**config.mk**
```make
export PLATFORM = sky130hd
export DESIGN_NAME = iram_download_loader
export DESIGN_NICKNAME = d
export VERILOG_FILES = /design/src/rtl/iram_download_loader.sv
export SDC_FILE = /design/constraint.sdc
export NUM_CORES = 1
export LEC_CHECK = 0
export CORE_MARGIN = 4
export CORE_UTILIZATION = 50
export CTS_BUF_LIST = sky130_fd_sc_hd__clkbuf_4 sky130_fd_sc_hd__clkbuf_8
export DETAILED_ROUTE_END_ITERATION = 10
export PLACE_DENSITY = 0.79
export SETUP_SLACK_MARGIN = 0.2
export SYNTH_ARGS = -nofsm -noshare
export SYNTH_HDL_FRONTEND = slang
export SYNTH_SLANG_ARGS = --single-unit
```
**constraint.sdc**
```tcl
create_clock -name hb_clk -period 3.8 [get_ports hb_clk]
set_input_delay 0.57 -clock hb_clk [delete_from_list [all_inputs] [get_ports hb_clk]]
set_output_delay 0.57 -clock hb_clk [all_outputs]
set_load 0.1 [all_outputs]
```
**src/rtl/iram_download_loader.sv**
```systemverilog
// Download-mode loader: packs bus byte writes little-endian into 32-bit words and
// streams them into the instruction RAM write port, tracking word count and a byte checksum.
module iram_download_loader #(
   parameter int IRAM_AW = 12,
   parameter int REG_AW  = 2
) (
   input  logic               hb_clk,
   input  logic               rst_sync,
   input  logic               bus_wen,
   input  logic               bus_ren,
   input  logic [REG_AW-1:0]  bus_waddr,
   input  logic [REG_AW-1:0]  bus_raddr,
   input  logic [31:0]        bus_wdata,
   output logic [31:0]        rdata,
   input  logic               download_mode,
   output logic               iram_we,
   output logic [IRAM_AW-1:0] iram_waddr,
   output logic [31:0]        iram_wdata,
   output logic               load_done
);

   localparam logic [REG_AW-1:0] REG_CTRL = REG_AW'(0);
   localparam logic [REG_AW-1:0] REG_BASE = REG_AW'(1);
   localparam logic [REG_AW-1:0] REG_DATA = REG_AW'(2);
   localparam logic [REG_AW-1:0] REG_LEN  = REG_AW'(3);

   typedef enum logic [1:0] {S_IDLE, S_LOAD, S_DONE} state_t;

   state_t             state;
   logic [1:0]         byte_cnt;
   logic [IRAM_AW-1:0] word_addr;
   logic [IRAM_AW:0]   word_cnt;
   logic [IRAM_AW:0]   len;
   logic [7:0]         checksum;
   logic [23:0]        shift_reg;
   logic               err_data;
   logic               err_wrap;
   logic               err_mode;

   logic               wr_ctrl;
   logic               wr_data;
   logic               start;
   logic               abort;
   logic [IRAM_AW:0]   word_cnt_inc;
   logic               unused_wdata;

   assign wr_ctrl      = bus_wen && (bus_waddr == REG_CTRL);
   assign wr_data      = bus_wen && (bus_waddr == REG_DATA);
   assign abort        = wr_ctrl && bus_wdata[1];
   assign start        = wr_ctrl && bus_wdata[0] && !bus_wdata[1];
   assign word_cnt_inc = word_cnt + 1'b1;
   assign unused_wdata = ^bus_wdata;

   always_ff @(posedge hb_clk or posedge rst_sync) begin
      if (rst_sync) begin
         state      <= S_IDLE;
         byte_cnt   <= '0;
         word_addr  <= '0;
         word_cnt   <= '0;
         len        <= '0;
         checksum   <= '0;
         shift_reg  <= '0;
         err_data   <= 1'b0;
         err_wrap   <= 1'b0;
         err_mode   <= 1'b0;
         rdata      <= '0;
         iram_we    <= 1'b0;
         iram_waddr <= '0;
         iram_wdata <= '0;
         load_done  <= 1'b0;
      end else begin
         iram_we <= 1'b0;

         if (bus_ren) begin
            case (bus_raddr)
               REG_CTRL: rdata <= {26'd0, load_done, err_mode, err_wrap, err_data,
                                   state == S_LOAD, download_mode};
               REG_BASE: rdata <= 32'(word_addr);
               REG_DATA: rdata <= 32'(checksum);
               default:  rdata <= 32'(word_cnt);
            endcase
         end

         case (state)
            S_LOAD: begin
               // Losing the strap or an abort drops any partially assembled word.
               if (!download_mode || abort) begin
                  state     <= S_IDLE;
                  load_done <= 1'b0;
                  byte_cnt  <= '0;
                  shift_reg <= '0;
                  if (!download_mode) err_mode <= 1'b1;
               end else if (wr_data) begin
                  checksum <= checksum + bus_wdata[7:0];
                  case (byte_cnt)
                     2'd0: shift_reg[7:0]   <= bus_wdata[7:0];
                     2'd1: shift_reg[15:8]  <= bus_wdata[7:0];
                     2'd2: shift_reg[23:16] <= bus_wdata[7:0];
                     default: ;
                  endcase
                  byte_cnt <= byte_cnt + 1'b1;
                  // Word complete: the RAM strobe and counter updates share one edge.
                  if (byte_cnt == 2'd3) begin
                     iram_we    <= 1'b1;
                     iram_wdata <= {bus_wdata[7:0], shift_reg};
                     iram_waddr <= word_addr;
                     word_addr  <= word_addr + 1'b1;
                     word_cnt   <= word_cnt_inc;
                     if (&word_addr) err_wrap <= 1'b1;
                     if (word_cnt_inc == len) begin
                        state     <= S_DONE;
                        load_done <= 1'b1;
                     end
                  end
               end
            end
            default: begin
               if (bus_wen && (bus_waddr == REG_BASE)) word_addr <= bus_wdata[IRAM_AW-1:0];
               if (bus_wen && (bus_waddr == REG_LEN))  len       <= bus_wdata[IRAM_AW:0];
               if (wr_data) err_data <= 1'b1;
               if (abort && (state == S_DONE)) begin
                  state     <= S_IDLE;
                  load_done <= 1'b0;
               end else if (start && download_mode) begin
                  byte_cnt  <= '0;
                  word_cnt  <= '0;
                  checksum  <= '0;
                  shift_reg <= '0;
                  err_data  <= 1'b0;
                  err_wrap  <= 1'b0;
                  err_mode  <= 1'b0;
                  if (len == '0) begin
                     state     <= S_DONE;
                     load_done <= 1'b1;
                  end else begin
                     state     <= S_LOAD;
                     load_done <= 1'b0;
                  end
               end
            end
         endcase
      end
   end

endmodule

```
== Word level (Yosys, flattened, before mapping) ==
Index checks and enable logic that the tools add are counted.

* Logic and storage cells: 142
* Flip-flop bits (word level): 155
* Input port bits: 41
* Output and inout port bits: 78

* Eq/ne operators: 24
* Add/subtract/negate cells: 4
* Reductions and logical operators: 32
* Bitwise operators: 2
* Mux-type cells: 63

{| class="wikitable"
|+ Operators by type and width
! operator !! number
|-
| $mux W24 || 5
|-
| $mux W13 || 6
|-
| $mux W8 || 8
|-
| $mux W12 || 5
|-
| $pmux W13 S3 || 1
|-
| $reduce_and A4 Y1 || 8
|-
| $mux W2 || 13
|-
| $mux W1 || 25
|-
| $ne A3 B1 Y1 const B || 5
|-
| $add A13 B1 Y13 const B || 1
|-
| $eq A13 B13 Y1 || 1
|-
| $logic_not A13 Y1 || 1
|-
| $add A12 B1 Y12 const B || 1
|-
| $eq A2 B2 Y1 const B || 6
|-
| $reduce_and A12 Y1 || 1
|-
| $logic_and A1 B1 Y1 || 9
|-
| $add A8 B8 Y8 || 1
|-
| $eq A2 B1 Y1 const B || 4
|-
| $ne A2 B2 Y1 const B || 4
|-
| $logic_not A2 Y1 || 3
|-
| $ne A2 B1 Y1 const B || 3
|-
| $reduce_and A6 Y1 || 1
|-
| $reduce_and A5 Y1 || 1
|-
| $reduce_bool A2 Y1 || 2
|-
| other kinds (8) || 10
|}

== Longest topological paths before layout ==
Gate-level depths: netlist of the first run.

* Depth in word-level cells: 8
* Depth in mapped cells: 9
* Depth with buffers taken out: 8

== Worst setup path before layout of the first run ==
OpenSTA, ideal clock, no wires.

* Kind: flip-flop to flip-flop
* From: reg, netlist name load_done
* To: reg shift_reg[0]
* Arrival: 2166 ps
* Path buffers: 3
* Data required time: 3675 ps
* Period minus slack after synthesis: 2290 ps
* Path slack: 1510 ps
* Stages on the path, launching flop included: 9
* Path through: dfrtp_1 -> nand2b_1 -> buf_2 -> a21oi_1 -> or2_1 -> buf_2 -> o21a_1 -> buf_4 -> mux2_2

{| class="wikitable"
|+ RTL lines
! item !! line !! source
|-
| end signal, assigned || 96 || <nowiki>2'd0: shift_reg[7:0] <= bus_wdata[7:0];</nowiki>
|-
| end, declared || 35 || <nowiki>logic [23:0] shift_reg;</nowiki>
|}

== Worst setup path in the final report of the first run ==
* From: in bus_wdata[1]
* To: reg state[0]

* Cells in the longest elaborated chain, start to end: 5

{| class="wikitable"
|+ RTL lines
! item !! line !! source
|-
| start, declared || 13 || <nowiki>input logic [31:0] bus_wdata,</nowiki>
|-
| $logic_not A1 Y1 || 50 || <nowiki>assign start = wr_ctrl && bus_wdata[0] && !bus_wdata[1];</nowiki>
|-
| $logic_and A1 B1 Y1 || 50 ||
|-
| $logic_and A1 B1 Y1 || 124 || <nowiki>end else if (start && download_mode) begin</nowiki>
|-
| $reduce_bool A3 Y1 (no source line) || - ||
|-
| $reduce_and A4 Y1 (no source line) || - ||
|-
| end signal, assigned || 56 || <nowiki>state <= S_IDLE;</nowiki>
|-
| end signal, assigned || 122 || <nowiki>state <= S_IDLE;</nowiki>
|-
| end signal, assigned || 133 || <nowiki>state <= S_DONE;</nowiki>
|-
| end, declared || 29 || <nowiki>state_t state;</nowiki>
|}

Parallel ways exist; a longest one is shown, timed or not.
A chain may end at the register's enable or synchronous reset.

==> results.tsv, run 1 <==
stage	metric	value	unit
outcome	status	completed	
synthesis	Post-synth top flop	dfrtp_1	
cts	Worst-Skew Late Latency	0.44	ns
sta	Max-slew headroom	32.0	%
cts	post-CTS resize count	0	
hold_path	Hold WC Path Type	reg2reg	
synthesis	Mapped Cells	700	
sta	setup tns final	0	ns
critical_path	CP Capture Type	register	
synthesis	Synth Cell Area	6870	µm²
layout	max reg flops	32	
route	Antenna Nets Post-Route	0	
die	chip width	125	µm
sta	Max Clock Freq	0.369	GHz
placed_design	Post-Place Setup Slack	0.667	ns
die	Core ar.	13300	µm²
cts	cts hold-fix bufs	0	
power_and_ir_drop	Cell Int Power	2.95	mW
sta	Period minus WS final	2.71	ns
cts	CTS tree	yes	
route	DRC viols	0	
synthesis	EDFF count, synth	0	
grt	Overflow after GRT	0	
critical_path	Arrival @ worst endpoint	3.02	ns
grt	vias in the first global route	5620	
power_and_ir_drop	NetSw	2.00	mW
grt	initial antenna violation count	0	
layout	area grow syn2layout	17.0	%
cts	H-Tree Depth	4	
sta	Max Slew Vio Count	0	
cts	clk sink count	135	
sta	worst slew pin tran	1.02	ns
route	vias per inst	5.83	
power_and_ir_drop	worst vdd ir	469	µV
placed_design	gpl congestion	0.890	
grt	gr usage total	22.8	%
critical_path	crit path max-delay cell type	clkdlybuf4s50_1	
cts	Inserted Clock Buffers	17	
critical_path	WP data required	4.11	ns
sta	Tcrit/Tclk final	71.4	%
die	Top Ports	119	
synthesis	synth unique cells	67	
sta	Setup WS post-layout	1.09	ns
cts	CTS root buffer	clkbuf_8	
critical_path	CP bufs+invs	2	
critical_path	worst setup path class	in2reg	
placed_design	# port buffers	80	
critical_path	setup slack, reg-to-reg	1.15	ns
sta	final setup fails	0	
synthesis	yosys warns	0	
critical_path	Max Fanout on Critical Path	11	
power_and_ir_drop	Clock Power Share	20.8	%
cts	Reg clk slew, reported paths	0.07	ns
layout	# diodes	0	
die	Die Span Y	125	µm
power_and_ir_drop	Sw Share	40.3	%
die	Starting Density	51.5	%
grt	first-pass GRT wire length	28700	µm
synthesis	asr flop ratio synth	100	%
placed_design	Post-DP HPWL	12500	µm
cts	Clock Path Buffers	2	
die	DIE AREA	15700	µm²
power_and_ir_drop	PwrDens	616	nW/µm²
route	number of DRC markers in iteration 0	637	
route	DRT Pass-1 Iters	5	
route	wire length per cell	18.3	µm
power_and_ir_drop	Sequential Power Share	43.4	%
power_and_ir_drop	Leak	3.72	nW
sta	final hold violations	0	
die	FP Rows	42	
critical_path	CP max stage delay	0.72	ns
power_and_ir_drop	Logic pwr share	35.8	%
critical_path	CP delay by family, top	simple AND/OR/NAND/NOR gates	
critical_path	Setup crit start kind	primary input	
route	routed vias	5576	
synthesis	Synth Register Bits	135	
grt	largest net degree at the start of global routing	60	
cts	setup bufs post-CTS	0	
sta	RSZ-0062 raised after global routing	no	
synthesis	syn_area_per_cell	9.81	µm²
sta	Clock Skew	0.00542	ns
run	Max Cap Viol	0	
route	drt total wl	17500	µm
critical_path	CP Cell Sequence	clkdlybuf4s50_1 -> and4bb_2 -> nor3b_1 -> buf_4 -> a221oi_1 -> nand4_1 -> nor4_2 -> o31ai_1	
synthesis	sequential share of the synthesized area	49.2	%
layout	share of cells above drive strength 1	13.5	%
layout	Nets	822	
layout by cell type, fill, tap and decap left out, types with 5 or more instances in the layout:
cell type	netlist	final
nor2b_1	5	5
conb_1	1	19
xnor2_1	10	10
clkbuf_8	0	19
clkdlybuf4s50_1	0	80
ha_1	13	13
mux4_2	5	5
xor2_1	9	9
mux2_2	45	45
o22ai_1	17	17
a31oi_1	7	7
inv_1	16	15
and2_1	10	10
o21ai_0	33	33
a2bb2oi_1	5	5
dfrtp_1	135	135
a21oi_1	22	22
nor2_1	28	28
o31ai_1	7	7
nand2_1	172	171
nand4_1	9	9
buf_4	24	11
nor3_1	5	5
clkinv_2	0	8
mux2i_1	7	7
nand3_1	14	14
metal layers:
| layer | GRT usage (%) | wire length (µm) |
|---|---|---|
| met5 | 0 | 0 |
| met4 | 9.18 | 523 |
| met3 | 5.33 | 1280 |
| met2 | 37.1 | 8600 |
| met1 | 29.5 | 7090 |
power groups by stage:
stage | Clock, mW | Sequential [mW] | Combinational [mW]
after floorplan | 0 | 2.39 | 1.11
after global placement | 0 | 2.14 | 1.70
after detailed placement | 0 | 2.16 | 1.76
after CTS | 1.05 | 2.13 | 1.76
after global routing | 1.13 | 2.19 | 1.90
final | 1.03 | 2.15 | 1.77
worst paths after layout:
path | endpoint | cells after the start | start
setup / recovery | state[0]$_DFFE_PP0P_ | 8 | bus_wdata[1]
hold / removal | iram_wdata[13]$_DFFE_PP0P_ | 2 | shift_reg[13]$_DFFE_PP0P_
setup reg to reg | state[0]$_DFFE_PP0P_ | 7 | load_done$_DFFE_PP0P_
hold reg to reg | iram_wdata[13]$_DFFE_PP0P_ | 2 | shift_reg[13]$_DFFE_PP0P_
max in group asynchronous | iram_waddr[4]$_DFFE_PP0P_ | 3 | rst_sync
min in group asynchronous | iram_we$_DFF_PP0_ | 2 | rst_sync
stage by stage:
step,instances,cell area (µm²),utilization (%),hold slack [ns],power (mW)
after global placement,924,7700,57.7,0.449,3.83
after floorplan,718,6940,-,0.435,3.49
after global routing,956,8040,60.2,0.500,5.21
after CTS,956,8040,60.2,0.469,4.95
after detailed placement,924,7700,57.7,0.449,3.92
final,956,8040,60.2,0.468,4.95
area by class of cell:
| class | instances | area (µm²) |
|---|---|---|
| Fill cell | 1114 | 5310 |
| Clock buffer | 22 | 284 |
| Sequential cell | 135 | 3380 |
| Clock inverter | 10 | 55.1 |
| Multi-Input combinational cell | 505 | 3150 |
| Inverter | 17 | 67.6 |
| Tap cell | 176 | 220 |
| Timing Repair Buffer | 91 | 883 |
tightest hold or removal path, cell delays in order, from the launching register on:
cell     delay, ns
dfrtp_1       0.34
nand2_1       0.05
nand2_1       0.05
kinds of logic after synthesis:
| logic type | count (synthesis) | share of synthesized area [%] |
|---|---|---|
| buf+inv | 78 | 6.03 |
| simple gates | 274 | 18.0 |
| fa+ha+maj | 14 | 2.66 |
| mux | 58 | 10.4 |
| other cells | 1 | 0.0546 |
| flops | 135 | 49.2 |
| xor+xnor | 19 | 2.42 |
| compound gates | 121 | 11.2 |
synthesized netlist by cell type (9+ instances only):
cell type / count / area [µm²]
a21oi_1: 22 / 110
and2_1: 10 / 62.6
buf_2: 17 / 85.1
buf_4: 24 / 180
clkbuf_1: 14 / 52.6
dfrtp_1: 135 / 3380
ha_1: 13 / 163
inv_1: 16 / 60.1
mux2_2: 45 / 507
nand2_1: 172 / 646
nand3_1: 14 / 70.1
nand4_1: 9 / 56.3
nor2_1: 28 / 105
o21ai_0: 33 / 165
o22ai_1: 17 / 106
xnor2_1: 10 / 87.6
xor2_1: 9 / 78.8
(Power assumes the default switching activity.)
==> run 2: changes to the inputs <==
PLACE_DENSITY = 0.76   (was 0.79)
clock period = 2.7 ns   (was 3.8 ns; I/O delays follow)
==> run 2 against run 1 <==
Flip-flop and latch count did not move. Worst setup slack got worse by 0.75 ns. Largest power group unchanged. Global-route usage rose by 0.19 points.
==> results.tsv, run 2 (same netlist as run 1, synthesis figures left out) <==
stage	metric	value	unit	change
outcome	status	completed		unchanged
critical_path	Setup crit start kind	primary input		unchanged
cts	Worst-Skew Late Latency	0.45	ns	was 0.44 ns
critical_path	WP data required	3.07	ns	was 4.11 ns
layout	Final Non-Filler Cells	972		was 956
sta	Max Slew Vio Count	0		unchanged
cts	setup bufs post-CTS	0		unchanged
die	Starting Density	51.5	%	unchanged
route	vias per inst	5.75		was 5.83
placed_design	dpl cells	940		was 924
route	DRT Pass-1 Iters	5		unchanged
cts	Clock Path Buffers	2		unchanged
grt	initial antenna violation count	1		was 0
critical_path	Arrival @ worst endpoint	2.73	ns	was 3.02 ns
layout	share of cells above drive strength 1	22.9	%	was 13.5%
hold_path	Hold WC Path Type	in2async		was reg2reg
layout	Multi-input gate area	3170	µm²	was 3150 µm²
placed_design	gpl congestion	0.935		was 0.890
cts	Reg clk slew, reported paths	0.07	ns	about the same
run	Max Cap Viol	0		unchanged
layout	most common cell after layout, fill and taps aside	nand2_1		unchanged
cts	clk sink count	135		unchanged
grt	gr usage total	23.0	%	was 22.8%
sta	final hold violations	0		unchanged
route	DRC viols	0		unchanged
route	routed vias	5589		was 5,576
die	Core ar.	13300	µm²	unchanged
route	number of DRC markers in iteration 0	624		was 637
sta	Max-slew headroom	48.3	%	was 32.0%
layout	commonest non-fill, non-tap cells in the layout	171 x nand2_1, 135 x dfrtp_1, 82 x buf_4, 45 x mux2_2, 33 x o21ai_0		was 171 x nand2_1, 135 x dfrtp_1, 80 x clkdlybuf4s50_1, 45 x mux2_2, 33 x o21ai_0
placed_design	Post-DP HPWL	12700	µm	was 12,500 µm
layout	register area	3380	µm²	unchanged
critical_path	CP Capture Type	register		unchanged
sta	Period minus WS final	2.36	ns	
layout	Nets	838		was 822
route	drt total wl	17700	µm	was 17,500 µm
sta	Clock Skew	0.00800	ns	was 0.00542 ns
cts	H-Tree Depth	4		unchanged
sta	worst slew pin tran	0.774	ns	was 1.02 ns
sta	Tcrit/Tclk final	87.3	%	
die	FP Rows	42		unchanged
layout	max reg flops	32		unchanged
die	Top Ports	119		unchanged
grt	Overflow after GRT	0		unchanged
critical_path	worst setup path class	in2reg		unchanged
sta	Max Clock Freq	0.424	GHz	
sta	final setup fails	0		unchanged
layout	Filler cells	1106		was 1,114
layout	area grow syn2layout	18.4	%	was 17.0%
grt	largest net degree at the start of global routing	60		unchanged
cts	CTS tree	yes		unchanged
placed_design	# port buffers	80		unchanged
route	wire length per cell	18.2	µm	was 18.3 µm
power_and_ir_drop	Power, Total	7.22	mW	was 4.95 mW
cts	CTS root buffer	clkbuf_8		unchanged
cts	Inserted Clock Buffers	17		unchanged
die	chip width	125	µm	unchanged
route	Antenna Nets Post-Route	0		unchanged
power_and_ir_drop	worst vdd ir	829	µV	was 469 µV
die	DIE AREA	15700	µm²	unchanged
critical_path	Max Fanout on Critical Path	8		was 11
sta	RSZ-0062 raised after global routing	no		unchanged
grt	vias in the first global route	5536		was 5,620
grt	first-pass GRT wire length	28800	µm	was 28,700 µm
power_and_ir_drop	Leak	3.97	nW	was 3.72 nW
die	Die Span Y	125	µm	unchanged
layout	# diodes	0		unchanged
power_and_ir_drop	PwrDens	888	nW/µm²	was 616 nW/µm²
[run 2: area by class of cell]
cell class | instances | area share, %
clock buffer | 25 | 4.08
clock inverter | 7 | 0.815
inverter | 17 | 0.831
multi-input combinational | 505 | 38.9
sequential | 135 | 41.5
tap | 176 | 2.71
timing repair buffer | 107 | 11.1
[run 2: stage by stage]
stage | hold slack (ns) | setup TNS, ns | util, % | instance area (µm²) | setup WS (ns)
after floorplan | 0.435 | 0 | - | 6940 | 0.410
after global placement | 0.456 | 0 | 57.8 | 7720 | 0.00645
after detailed placement | 0.465 | -1.79 | 57.8 | 7720 | -0.0769
after CTS | 0.458 | 0 | 60.8 | 8120 | 0.234
after global routing | 0.491 | 0 | 60.9 | 8140 | 0.205
final | 0.440 | 0 | 60.9 | 8140 | 0.342
[run 2: timing repair]
item / 4_1_cts / 5_1_grt
hold buffers: 0 / 0
gates resized for setup: 0 / 4
endpoints found under the hold margin: 0 / 0
endpoints found under the setup margin: 0 / 6
[run 2: power by group]
part           switching [mW]  internal [mW]
Clock                   0.764          0.891
Combinational            1.55          0.970
Sequential              0.545           2.50
Total                    2.86           4.36
[run 2: path summary, 6_finish.rpt]
path	startpoint	end	slack, ns	cells after the start
worst max-delay path	bus_wdata[1]	checksum[7]$_DFFE_PP0P_	0.34	8
worst min-delay path	rst_sync	iram_wdata[18]$_DFFE_PP0P_	0.44	2
worst max register to register	word_cnt[1]$_DFFE_PP0P_	load_done$_DFFE_PP0P_	0.38	7
worst min register to register	shift_reg[20]$_DFFE_PP0P_	iram_wdata[20]$_DFFE_PP0P_	0.48	2
max in group asynchronous	rst_sync	err_mode$_DFFE_PP0P_	1.55	3
min in group hb_clk	shift_reg[20]$_DFFE_PP0P_	iram_wdata[20]$_DFFE_PP0P_	0.48	2
[run 2: critical path: stages]
cell and delay, ns:
clkdlybuf4s50_1 0.72, ha_1 0.31, a21o_1 0.16, a21oi_1 0.27
o211ai_1 0.18, nand3_1 0.11, nor3b_1 0.35, mux2i_1 0.23
[run 2: layer usage]
layer | share of wire [%] | track usage [%] | wire length [µm] | up-vias
met2 | 49 | 37.2 | 8720 | 230
met3 | 7.0 | 5.71 | 1230 | 28
met5 | 0.12 | 0 | 21 | -
li1 | - | - | - | 2550
met1 | 42 | 30.8 | 7410 | 2779
met4 | 1.6 | 6.70 | 274 | 2
==> run 3: changes to the inputs <==
clock period = 2.9 ns   (was 2.7 ns; I/O delays follow)
==> run 3 against run 2 <==
Combinational power fell by 7.9%. Sequential share of layout area rose by 0.41 points. Design area fell by 0.98%. Critical path type is now reg2reg.
==> results.tsv, run 3 (same netlist as run 1, synthesis figures left out) <==
stage	metric	value	unit	change
outcome	status	completed		unchanged
layout	share of cells above drive strength 1	21.8	%	was 22.9%
critical_path	Levels on crit path	7		was 8
grt	vias in the first global route	5597		was 5,536
cts	Inserted Clock Buffers	17		unchanged
cts	Worst-Skew Late Latency	0.45	ns	about the same
grt	met1 usage	29.6	%	was 30.8%
cts	Reg clk slew, reported paths	0.08	ns	was 0.07 ns
placed_design	gpl congestion	0.917		was 0.935
sta	worst slew pin tran	0.859	ns	was 0.774 ns
cts	post-CTS resize count	0		unchanged
grt	initial antenna violation count	0		was 1
sta	setup tns final	0	ns	unchanged
cts	setup bufs post-CTS	0		unchanged
placed_design	Post-DP HPWL	12200	µm	was 12,700 µm
critical_path	Setup crit start kind	register		was primary input
cts	Clock Path Buffers	2		unchanged
grt	Overflow after GRT	0		unchanged
sta	Max Clock Freq	0.414	GHz	
grt	largest net degree at the start of global routing	136		was 60
grt	GR Layer Usage met3	4.90	%	was 5.71%
route	number of DRC markers in iteration 0	419		was 624
sta	final setup fails	0		unchanged
run	Max Cap Viol	0		unchanged
cts	H-Tree Depth	4		unchanged
grt	gr usage total	22.6	%	was 23.0%
critical_path	Max Fanout on Critical Path	10		was 8
sta	Tcrit/Tclk final	83.3	%	
critical_path	WP data required	3.29	ns	was 3.07 ns
power_and_ir_drop	Leak	3.91	nW	was 3.97 nW
die	Core ar.	13300	µm²	unchanged
critical_path	CP Capture Type	register		unchanged
layout	Filler cells	1141		was 1,106
sta	RSZ-0062 raised after global routing	no		unchanged
sta	Clock Skew	0.00732	ns	was 0.00800 ns
layout	commonest non-fill, non-tap cells in the layout	171 x nand2_1, 135 x dfrtp_1, 76 x buf_4, 45 x mux2_2, 33 x o21ai_0		was 171 x nand2_1, 135 x dfrtp_1, 82 x buf_4, 45 x mux2_2, 33 x o21ai_0
critical_path	CP bufs+invs	0		was 1
critical_path	crit path max-delay cell type	dfrtp_1		was clkdlybuf4s50_1
placed_design	# port buffers	80		unchanged
sta	final hold violations	0		unchanged
power_and_ir_drop	worst vdd ir	713	µV	was 829 µV
route	DRC viols	0		unchanged
cts	cts hold-fix bufs	0		unchanged
die	DIE AREA	15700	µm²	unchanged
grt	met2 usage	36.3	%	was 37.2%
route	routed vias	5536		was 5,589
layout	max reg flops	32		unchanged
route	Antenna Nets Post-Route	0		unchanged
grt	first-pass GRT wire length	28300	µm	was 28,800 µm
layout	most common cell after layout, fill and taps aside	nand2_1		unchanged
critical_path	CP delay by family, top	simple AND/OR/NAND/NOR gates		was buffers and inverters
hold_path	hold depth	2		
die	chip width	125	µm	unchanged
sta	Max Slew Vio Count	0		unchanged
cts	CTS root buffer	clkbuf_8		unchanged
die	Die Span Y	125	µm	unchanged
power_and_ir_drop	PwrDens	845	nW/µm²	was 888 nW/µm²
sta	Max-slew headroom	42.5	%	was 48.3%
layout	# diodes	0		unchanged
die	FP Rows	42		unchanged
critical_path	CP Cell Sequence	ha_1 -> nand2_2 -> nor4_1 -> xnor2_1 -> nand4_1 -> nor4_2 -> o31a_1		was clkdlybuf4s50_1 -> ha_1 -> a21o_1 -> a21oi_1 -> o211ai_1 -> nand3_1 -> nor3b_1 -> mux2i_1
route	drt total wl	17400	µm	was 17,700 µm
route	wire length per cell	18.0	µm	was 18.2 µm
critical_path	worst setup path class	reg2reg		was in2reg
layout	area grow syn2layout	17.2	%	was 18.4%
die	Top Ports	119		unchanged
critical_path	Arrival @ worst endpoint	2.81	ns	was 2.73 ns
grt	Top Usage Layer GRT	met2		unchanged
route	DRT Pass-1 Iters	5		unchanged
route	vias per inst	5.74		was 5.75
layout	Nets	830		was 838
die	Starting Density	51.5	%	unchanged
hold_path	Hold WC Path Type	reg2reg		was in2async
cts	clk sink count	135		unchanged
critical_path	CP max stage delay	0.57	ns	was 0.72 ns
power_and_ir_drop	Power, Total	6.80	mW	was 7.22 mW
critical_path	Register-to-Register Path Depth	7		unchanged
sta	Period minus WS final	2.42	ns	
cts	CTS tree	yes		unchanged
run 3: worst paths after layout:
path / slack, ns / end / from
min in group asynchronous: 0.55 / iram_wdata[22]$_DFFE_PP0P_ / rst_sync
worst min-delay path: 0.47 / iram_wdata[19]$_DFFE_PP0P_ / shift_reg[19]$_DFFE_PP0P_
worst max register to register: 0.48 / load_done$_DFFE_PP0P_ / word_cnt[0]$_DFFE_PP0P_
worst min register to register: 0.47 / iram_wdata[19]$_DFFE_PP0P_ / shift_reg[19]$_DFFE_PP0P_
worst max-delay path: 0.48 / load_done$_DFFE_PP0P_ / word_cnt[0]$_DFFE_PP0P_
max in group asynchronous: 1.84 / iram_waddr[9]$_DFFE_PP0P_ / rst_sync
run 3: area by class of cell:
type                    count  area [µm²]  area share (%)
clock inverters            12         151            1.88
repair buffers             99         821            10.2
multi-input cells         505        3150            39.1
inverters                  17        67.6           0.839
clock buffers              20         269            3.34
well taps                 176         220            2.73
flip-flops and latches    135        3380            41.9
run 3: power breakdown:
group / total, mW / internal (mW) / switching (mW)
registers: 2.83 / 2.33 / 0.507
logic: 2.32 / 0.887 / 1.43
clock network: 1.65 / 0.902 / 0.751
run 3: worst reg2reg max path: stages, from the launching register on:
cell	delay, ns
dfrtp_1	0.57
ha_1	0.31
nand2_2	0.16
nor4_1	0.46
xnor2_1	0.20
nand4_1	0.12
nor4_2	0.37
o31a_1	0.17
run 3: per-layer routing:
layer / share of wire, % / wire length [µm]
met1: 41 / 7180
met2: 49 / 8470
met3: 6.9 / 1190
met4: 3.1 / 536
met5: 0 / 0
run 3: stage by stage:
step / setup slack (ns) / util (%) / area (µm²) / cells / hold slack (ns)
3_5_place_dp: 0.117 / 57.2 / 7630 / 932 / 0.453
3_3_place_gp: 0.202 / 57.2 / 7630 / 932 / 0.455
6_report: 0.483 / 60.3 / 8060 / 964 / 0.470
2_1_floorplan: 0.610 / - / 6940 / 718 / 0.435
5_1_grt: 0.307 / 60.3 / 8060 / 964 / 0.499
4_1_cts: 0.509 / 60.3 / 8060 / 964 / 0.472
==> RTL change, RTL diff (flow settings as in run 3) <==
Re-encode `state_t` (3 states) as one-hot, 3 bits wide.
--- a/src/rtl/iram_download_loader.sv
+++ b/src/rtl/iram_download_loader.sv
@@ -24,7 +24,7 @@
    localparam logic [REG_AW-1:0] REG_DATA = REG_AW'(2);
    localparam logic [REG_AW-1:0] REG_LEN  = REG_AW'(3);
 
-   typedef enum logic [1:0] {S_IDLE, S_LOAD, S_DONE} state_t;
+   typedef enum logic [2:0] {S_IDLE = 3'b001, S_LOAD = 3'b010, S_DONE = 3'b100} state_t;
 
    state_t             state;
    logic [1:0]         byte_cnt;
Formal check against the unedited RTL: same outputs for any inputs over 4 cycles, from zero or initial values and one cycle with rst_sync high; so few cycles prove little.
==> RTL change against run 3 <==
- sequential cell count rose by 1
- cell area barely moved
- combinational power fell by 5%
- highest routed layer unchanged
- cell count fell by 0.52%
- area after synthesis decreased by 1.2%
- routed wire length is 0.17% higher
- worst setup slack got worse by 16 ps
- largest cell class unchanged
- total power decreased by 3.1%
==> RTL change: results (changes against run 3) <==
[logic_synthesis]
synthMuxAreaShare_pct=10.3  ; -0.072 points
synthXorXnorAreaFrac_pct=3.36  ; +0.93 points
ys_types=62  ; -7.5%
netlist_instances=681  ; -2.7%
synth-compound-area-share_pct=10.2  ; -0.98 points
synth_area_leaders=dfrtp_1 50%, nand2_1 9.2%, mux2_2 7.5%
yosysWarnings=0  ; unchanged
synth_fa_ha_area_share_pct=2.69  ; +0.033 points
synthTopCellsByCount=167 x nand2_1, 135 x dfrtp_1, 45 x mux2_2
yosysSeqAreaShare_pct=50.2  ; +1.0 points

[routing]
vias_per_cell=5.59  ; -2.6%
dr_wl_met2_um=8460  ; about the same
drt_pass1_iterations=5  ; unchanged
dr_wl_met3_um=1320  ; +11%
wire_per_inst_um=18.1  ; +0.69%
wl_met1_um=7270  ; +1.3%
drtIter0Drc=400  ; -4.5%

[placed_design]
place_area_mm2=0.00765  ; +0.25%
pre_cts_ws_ps=168  ; +51.9 ps
gp_congestion=0.906  ; -1.1%
hpwlAfterDp_um=12700  ; +4.1%
dp.cells=928  ; -0.43%

[cts]
cts_made_buffers=17  ; unchanged
h-tree-depth=4  ; unchanged
cts_buffer_depth=2  ; unchanged
post_cts_buffers=0  ; unchanged
clk_pin_slew_ps=80  ; about the same

[finish]
fillers=1115  ; -2.3%
final_nets=826  ; -0.48%
diodes=0  ; unchanged
fin_cells=959  ; -0.52%
drive_above_1_share_pct=23.2  ; +1.4 points

[setup_path]
crit_fanout=8  ; -2
worstSetupEndpoint=state[1]
cp-startpoint=word_cnt[2]
timing.rr.start=word_cnt[2]
r2r_cells=6  ; -1
cp.arrival_ps=2760  ; -50 ps

[global_route]
grt_use_total_pct=23.0  ; +0.35 points
antenna_found_initial=0  ; unchanged
grtUsageMet1_pct=30.0  ; +0.46 points
grt_pass1_wl_um=28500  ; +0.86%
globalRouteMet2Util_pct=37.1  ; +0.77 points
grt_start_max_net_pins=62  ; -54%
grt_pass1_vias=5446  ; -2.7%
grt_util_met3_pct=6.39  ; +1.5 points

[hold_path]
hold_class=input port to async pin

[sta]
worst_pin_slew_ps=726  ; -133 ps
finalClockSkew_ps=10.1  ; +2.77 ps
period_share_pct=83.9  ; +0.55 points
holdWs_ps=304  ; -166 ps

[power]
p_leak_nw=3.96  ; +1.2%
vdd_drop_max_v=0.000563  ; -21%

[status]
status=completed

-- RTL change: cell types whose count changed in the layout (fill, tap and decap cells not counted), sizes merged, moves of 4 or more --
cell     change
a2bb2oi      -5
a31oi        -5
and3         +4
buf          +6
nand2        -6
nand3        -4
nor2         +7
nor3         +4
o21ai       +10
o22ai       -10
xnor2       +10
-- RTL change: critical path, cell delays in order, from the launching register on --
cell and delay [ps]:
dfrtp_1 520, nand3_1 330, xnor2_1 230, or4_1 570, a2111oi_2 420, a21bo_1 160
o211ai_1 80
-- RTL change: final cells by class --
cell class              instances  area [µm²]  share of cell area [%]
clock buffers                  22         278                    3.45
multi-input cells             497        3120                    38.7
well taps                     176         220                    2.73
repair buffers                105         853                    10.6
inverters                      14        56.3                   0.699
clock inverters                 9         125                    1.55
flip-flops and latches        136        3400                    42.3
-- RTL change: power breakdown --
part	leakage, nW	switching, mW	internal, mW
combinational	1.95	1.33	0.864
sequential	1.80	0.446	2.34
clock	0.206	0.718	0.900
total	3.96	2.50	4.10
